[src/rtl/mem_arbiter.sv]
// Two-requester arbiter in front of the SDRAM controller command port: high-priority read bursts,
// single-word writes with starvation protection. Optional watchdog enabled by `define ARB_TIMEOUT_EN.
module mem_arbiter #(
    parameter int AW             = 25,
    parameter int DW             = 16,
    parameter int BURST_LEN      = 256,
    parameter int STARVE_LIMIT   = 4,
    parameter int TIMEOUT_CYCLES = 1024
) (
    input  logic          mem_clk,
    input  logic          rst_n,
    input  logic          rd_req,
    input  logic [AW-1:0] rd_addr,
    output logic          rd_ack,
    output logic          rd_data_valid,
    output logic [DW-1:0] rd_data,
    input  logic          wr_req,
    input  logic [AW-1:0] wr_addr,
    input  logic [DW-1:0] wr_data,
    output logic          wr_ack,
    input  logic          sdr_idle,
    input  logic          sdr_ack,
    input  logic          sdr_data_next,
    input  logic [DW-1:0] sdr_rdata,
    output logic          sdr_req,
    output logic          sdr_wr,
    output logic [AW-1:0] sdr_addr,
    output logic [DW-1:0] sdr_wdata,
    output logic          owner,
    output logic          busy
`ifdef ARB_TIMEOUT_EN
    ,
    output logic          err_timeout
`endif
);

    typedef enum logic [1:0] {
        S_IDLE    = 2'd0,
        S_ISSUE   = 2'd1,
        S_RD_DATA = 2'd2
    } state_t;

    localparam logic [3:0] STARVE_MAX = 4'(STARVE_LIMIT);
    localparam logic [8:0] BEAT_LAST  = 9'(BURST_LEN - 1);

    if (BURST_LEN < 1 || BURST_LEN > 256 || STARVE_LIMIT < 1 || STARVE_LIMIT > 15 ||
        TIMEOUT_CYCLES < 2 || TIMEOUT_CYCLES > 65535) begin : g_bad_param
        $error("mem_arbiter: parameter out of range");
    end

    state_t          state_q, state_d;
    logic            req_q, req_d;
    logic            wr_q, wr_d;
    logic [AW-1:0]   addr_q, addr_d;
    logic [DW-1:0]   wdata_q, wdata_d;
    logic            owner_q, owner_d;
    logic [3:0]      starve_q, starve_d;
    logic [8:0]      beat_q, beat_d;
    logic            sel_wr;

`ifdef ARB_TIMEOUT_EN
    localparam logic [15:0] WD_LAST = 16'(TIMEOUT_CYCLES - 1);
    logic [15:0]     wd_q, wd_d;
    logic            err_q, err_d;
`endif

    always_comb begin
        state_d  = state_q;
        req_d    = req_q;
        wr_d     = wr_q;
        addr_d   = addr_q;
        wdata_d  = wdata_q;
        owner_d  = owner_q;
        starve_d = starve_q;
        beat_d   = beat_q;
        sel_wr   = 1'b0;
`ifdef ARB_TIMEOUT_EN
        wd_d     = '0;
        err_d    = err_q;
`endif
        case (state_q)
            S_IDLE: begin
                if (sdr_idle && (rd_req || wr_req)) begin
                    sel_wr  = wr_req && (!rd_req || starve_q == STARVE_MAX);
                    state_d = S_ISSUE;
                    req_d   = 1'b1;
                    wr_d    = sel_wr;
                    owner_d = sel_wr;
                    addr_d  = sel_wr ? wr_addr : rd_addr;
                    if (sel_wr) begin
                        wdata_d = wr_data;
                    end
                    // Only reads that bypass a waiting writer count towards forcing a write.
                    if (sel_wr || !wr_req) begin
                        starve_d = '0;
                    end else if (starve_q != STARVE_MAX) begin
                        starve_d = starve_q + 4'd1;
                    end
                end
            end
            S_ISSUE: begin
                if (sdr_ack) begin
                    req_d = 1'b0;
                    if (owner_q) begin
                        state_d = S_IDLE;
                    end else begin
                        state_d = S_RD_DATA;
                        beat_d  = '0;
                    end
                end
            end
            S_RD_DATA: begin
                if (sdr_data_next) begin
                    beat_d = beat_q + 9'd1;
                    if (beat_q == BEAT_LAST) begin
                        state_d = S_IDLE;
                    end
                end
            end
            default: begin
                state_d = S_IDLE;
                req_d   = 1'b0;
            end
        endcase
`ifdef ARB_TIMEOUT_EN
        // A stalled command or burst is abandoned; the requester simply asks again.
        if (state_q != S_IDLE && state_d == state_q && !sdr_data_next) begin
            if (wd_q == WD_LAST) begin
                state_d = S_IDLE;
                req_d   = 1'b0;
                err_d   = 1'b1;
            end else begin
                wd_d = wd_q + 16'd1;
            end
        end
`endif
    end

    always_ff @(posedge mem_clk) begin
        if (!rst_n) begin
            state_q  <= S_IDLE;
            req_q    <= 1'b0;
            wr_q     <= 1'b0;
            addr_q   <= '0;
            wdata_q  <= '0;
            owner_q  <= 1'b0;
            starve_q <= '0;
            beat_q   <= '0;
`ifdef ARB_TIMEOUT_EN
            wd_q     <= '0;
            err_q    <= 1'b0;
`endif
        end else begin
            state_q  <= state_d;
            req_q    <= req_d;
            wr_q     <= wr_d;
            addr_q   <= addr_d;
            wdata_q  <= wdata_d;
            owner_q  <= owner_d;
            starve_q <= starve_d;
            beat_q   <= beat_d;
`ifdef ARB_TIMEOUT_EN
            wd_q     <= wd_d;
            err_q    <= err_d;
`endif
        end
    end

    // Acks are combinational so the writer can drop its request on the ack edge.
    assign rd_ack        = rst_n && (state_q == S_ISSUE) && sdr_ack && !owner_q;
    assign wr_ack        = rst_n && (state_q == S_ISSUE) && sdr_ack && owner_q;
    assign rd_data_valid = rst_n && (state_q == S_RD_DATA) && sdr_data_next;
    assign rd_data       = sdr_rdata;
    assign sdr_req       = req_q;
    assign sdr_wr        = wr_q;
    assign sdr_addr      = addr_q;
    assign sdr_wdata     = wdata_q;
    assign owner         = owner_q;
    assign busy          = (state_q != S_IDLE);
`ifdef ARB_TIMEOUT_EN
    assign err_timeout   = err_q;
`endif

endmodule

[config.mk]
export PLATFORM = sky130hd
export DESIGN_NAME = mem_arbiter
export DESIGN_NICKNAME = d
export VERILOG_FILES = /design/src/rtl/mem_arbiter.sv
export SDC_FILE = /design/constraint.sdc
export NUM_CORES = 1
export LEC_CHECK = 0
export ABC_CLOCK_PERIOD_IN_PS = 2900
export CAP_MARGIN = 20
export CORE_ASPECT_RATIO = 1.1
export CORE_UTILIZATION = 41
export DETAILED_ROUTE_END_ITERATION = 8
export PLACE_DENSITY = 0.85
export REMOVE_ABC_BUFFERS = 1
export SLEW_MARGIN = 10
export SYNTH_ARGS = -nofsm -noshare
export SYNTH_HDL_FRONTEND = slang
export SYNTH_SLANG_ARGS = --single-unit
[constraint.sdc]
create_clock -name mem_clk -period 2.9 [get_ports mem_clk]
set_clock_uncertainty 0.15 [all_clocks]
set_input_delay 0.435 -clock mem_clk [delete_from_list [all_inputs] [get_ports mem_clk]]
set_output_delay 0.435 -clock mem_clk [all_outputs]
set_load 0.05 [all_outputs]
==> results.rst <==
.. list-table::
   :header-rows: 1

   * - Metric
     - Value
   * - Shortest period the worst path allows
     - about 2.4 ns
   * - Initial detailed-routing violation count
     - between 150 and 200
   * - Met1 usage in global routing
     - between 20% and 30%
   * - Max Cap Violations
     - 0
   * - Actual transition at the worst max-transition pin
     - roughly 0.55 ns
   * - Clock edge transition at the registers on the reported setup and hold paths
     - 0.07 ns
   * - Count of cells along the worst hold path
     - 2
   * - Number of buffers inserted by port buffering
     - 120
   * - Register-to-register setup slack
     - around 1.0 ns
   * - Antenna fix cells
     - 0
   * - Final setup violating endpoints
     - 0
   * - Global routing usage summed across all routing layers
     - 22.0%
   * - Power density of the placed cells
     - ~540 nW/µm²
   * - Initial standard-cell utilization of the core
     - between 40% and 50%
   * - Post-synthesis instance area
     - approximately 2700 µm²
   * - M3 GR Usage
     - under 10%
   * - DP HPWL
     - between 5000 and 6000 µm
   * - Total power
     - about 2.2 mW
   * - Largest stage delay, worst path
     - 0.80 ns
   * - Data arrival, critical path
     - roughly 1.8 ns
   * - Fraction of layout cells with a size suffix above 1
     - 7.38%
   * - Count of cells along the worst register-to-register path
     - 4
   * - Cell chosen for the clock root
     - clkbuf_8
   * - Share of the clock period used by the worst path
     - slightly above 80%
   * - Worst EP required
     - between 2 and 2.5 ns
   * - Routability congestion estimate from global placement
     - 0.783
   * - Met2 routing resource usage after global routing
     - a little under two fifths
   * - Synthesis warning total
     - 0
   * - Share of async-settable or async-resettable flops after synthesis
     - 0%
   * - Max IR drop VDD
     - approximately 330 µV
   * - Max Transition Viols Final
     - 0
   * - Synthesized area per cell
     - a little under 8 µm²
   * - Unrepaired setup endpoints after global routing
     - no
   * - Hold Vio Cnt, Final
     - 0
   * - Final net count
     - between 500 and 600
   * - Clock buffer depth
     - 2
   * - IO Count
     - 153
   * - Largest net degree at the start of global routing
     - just over 50
   * - Total vias in the final route
     - ~2800
   * - Area contributors post-synth
     - dfxtp_1, a21oi_1, o21ai_0
   * - Fraction of synthesized cell area taken by the top area cell type
     - 42.9%
   * - Source of the worst hold timing path
     - sdr_wdata[7]
   * - Post-synth top area cell
     - dfxtp_1
   * - Vertical die dimension
     - 87.2 µm
   * - Most crowded layer after global routing
     - met2
   * - CTS buffer count
     - 9
   * - Post-CTS Hold Buffers
     - 0
   * - Die Outline Area
     - 6920 µm²
   * - Reg-to-reg critical path startpoint
     - state_q[0]
   * - Slowest cell on the critical path
     - clkdlybuf4s50_1
   * - Number of global-route vias before repair
     - about 2600
   * - Critical path cell sequence
     - or2_2 > clkdlybuf4s50_1
   * - Critical Path Sink Type
     - output pin
   * - Clock tree from TritonCTS
     - yes
   * - Area growth from synthesis to layout
     - 50.1%
   * - Leakage Power
     - between 1.5 and 2 nW
   * - Cell row count
     - 30
   * - Fmax achieved
     - between 400 and 500 MHz
   * - Kind of launch point of the worst setup path
     - flop
   * - Post-synthesis register bit count
     - a little under 60
   * - Finished Layout Cells
     - 527
   * - Post-Route Utilization
     - between 60% and 70%
   * - Final wirelength
     - approximately 7400 µm
   * - Result of the run
     - finished, final reports clean
   * - Floorplan Core Area
     - between 6000 and 7000 µm²
   * - Endpoint with the worst hold slack
     - sdr_wdata[7]
   * - Max FO, Critical Path
     - 11
   * - Synthesized netlist cell count
     - 344
   * - Routed length per instance
     - approximately 14 µm
   * - Slew headroom
     - between 60% and 70%
   * - Number of vias per cell
     - between 5 and 6
   * - Sequential-to-total area share from yosys stat
     - around 43%
   * - Wire length of the first global-routing pass
     - ~12000 µm
   * - Post-synthesis cell type count
     - 36
   * - Number of enable-type register cells in the synthesized netlist
     - 0
   * - Tightest Hold Check Type
     - reg -> reg
   * - DR DRC count
     - 0
   * - Worst-Skew Late Latency
     - about 0.33 ns
   * - Count of H-tree levels built during CTS
     - 3
   * - Flip-flop cell with the highest count after synthesis
     - dfxtp_1
   * - Number of nets still failing antenna checks after routing
     - 0
   * - Initial DRT Pass Iterations
     - 4
   * - Width of the die
     - 79.4 µm
   * - Count of placed standard cells including taps
     - around 510
   * - Number of buffers and inverters on the critical path
     - 1
   * - Setup TNS after final layout
     - 0 ns
   * - Classification of the worst setup path
     - reg -> out
   * - Top Family by Delay on Critical Path
     - buffers and inverters
   * - Post-CTS setup buffers
     - 0
   * - Cell types with the highest counts after synthesis
     - a21oi_1, dfxtp_1, nand2_1
   * - Endpoint of the most critical register-to-register path
     - sdr_addr[10]
   * - Global-route congestion overflow total
     - 0
   * - CTS-repair resized insts
     - 0
   * - Clock net sink count
     - just under 60
   * - Number of antenna violations at the first check in global routing
     - 0
   * - Most common cell in the synthesized netlist
     - a21oi_1
## tightest hold or removal path: stages (launching register included)
cell	delay, ns
dfxtp_1	0.32
nand2_1	0.05
o21ai_1	0.05
## where the power goes
part	switching (mW)	internal (mW)	leakage (nW)	total, mW
Sequential	0.0279	0.842	0.474	0.870
Combinational	0.296	0.210	0.932	0.506
Clock	0.326	0.481	0.105	0.807
Total	0.650	1.53	1.51	2.18
## metrics by stage
| step | instance area (µm²) | worst slack [ns] | hold slack (ns) |
|---|---|---|---|
| final | 4060 | 0.497 | 0.306 |
| after global routing | 4060 | 0.437 | 0.332 |
| after floorplan | 2460 | 0.563 | 0.329 |
| after CTS | 4060 | 0.492 | 0.304 |
| after detailed placement | 3840 | 0.515 | 0.294 |
| after global placement | 3840 | 0.538 | 0.288 |
## final cells by class
cell class / count / area, µm²
inverters: 7 / 26.3
flip-flops and latches: 58 / 1160
repair buffers: 126 / 1270
multi-input cells: 240 / 1280
clock buffers: 9 / 124
well taps: 80 / 100
clock inverters: 7 / 93.8
fillers: 513 / 2210
## registers in the layout (all words and copies together) (netlist names)
register   flops
beat_q         9
owner          1
sdr_addr      25
sdr_req        1
sdr_wdata     16
starve_q       4
state_q        2
## per-layer routing
metal  up-vias  share of wire [%]
li1       1361                  -
met1      1259                 41
met2       122                 49
met3        11                8.8
met4         0                1.7
met5         -                  0
## cells in the final DEF, fill, tap and decap left out, types with 2 or more instances in the layout
cell type	netlist	final
and3_1	2	2
inv_1	7	7
o21ai_0	40	40
a211oi_1	3	3
and2_1	2	2
clkdlybuf4s50_1	0	116
nand4_1	3	3
clkbuf_8	0	9
buf_4	17	6
dfxtp_1	58	58
nor3b_1	2	2
or2_2	2	2
bufinv_16	0	2
nor4_1	2	2
clkinv_2	0	2
o21ai_1	5	4
clkinvlp_4	0	2
ha_1	4	4
a21oi_1	59	58
xnor2_1	6	6
nand2_1	51	51
buf_12	0	3
nor2_1	13	13
nand3b_1	2	2
nand3_1	24	24
nor2b_1	5	5
o21a_1	4	4
## how the worst max path moves through the flow
| stage | from | to | slack [ns] | depth (start not counted) |
|---|---|---|---|---|
| after floorplan | owner | wr_ack | 0.56 | 2 |
| after global placement | sdr_idle | starve_q[0] | 0.54 | 5 |
| after detailed placement | sdr_idle | starve_q[0] | 0.52 | 5 |
| after CTS | state_q[0] | busy | 0.49 | 2 |
| after global routing | state_q[0] | busy | 0.44 | 2 |
| final | state_q[0] | busy | 0.50 | 2 |
## logic make-up (layout without fill, tap and decap cells)
family | count (synthesis) | after routing | share of synthesized area (%)
adder cells (fa/ha/maj) | 4 | 4 | 1.85
AO/OA/AOI/OAI | 115 | 115 | 22.7
XOR/XNOR | 6 | 6 | 1.94
flip-flops | 58 | 58 | 42.9
AND/OR/NAND/NOR | 114 | 114 | 20.3
buffers and inverters | 46 | 149 | 9.90
multiplexers | 1 | 1 | 0.370
Note: power is estimated with default switching activity, not from simulation.
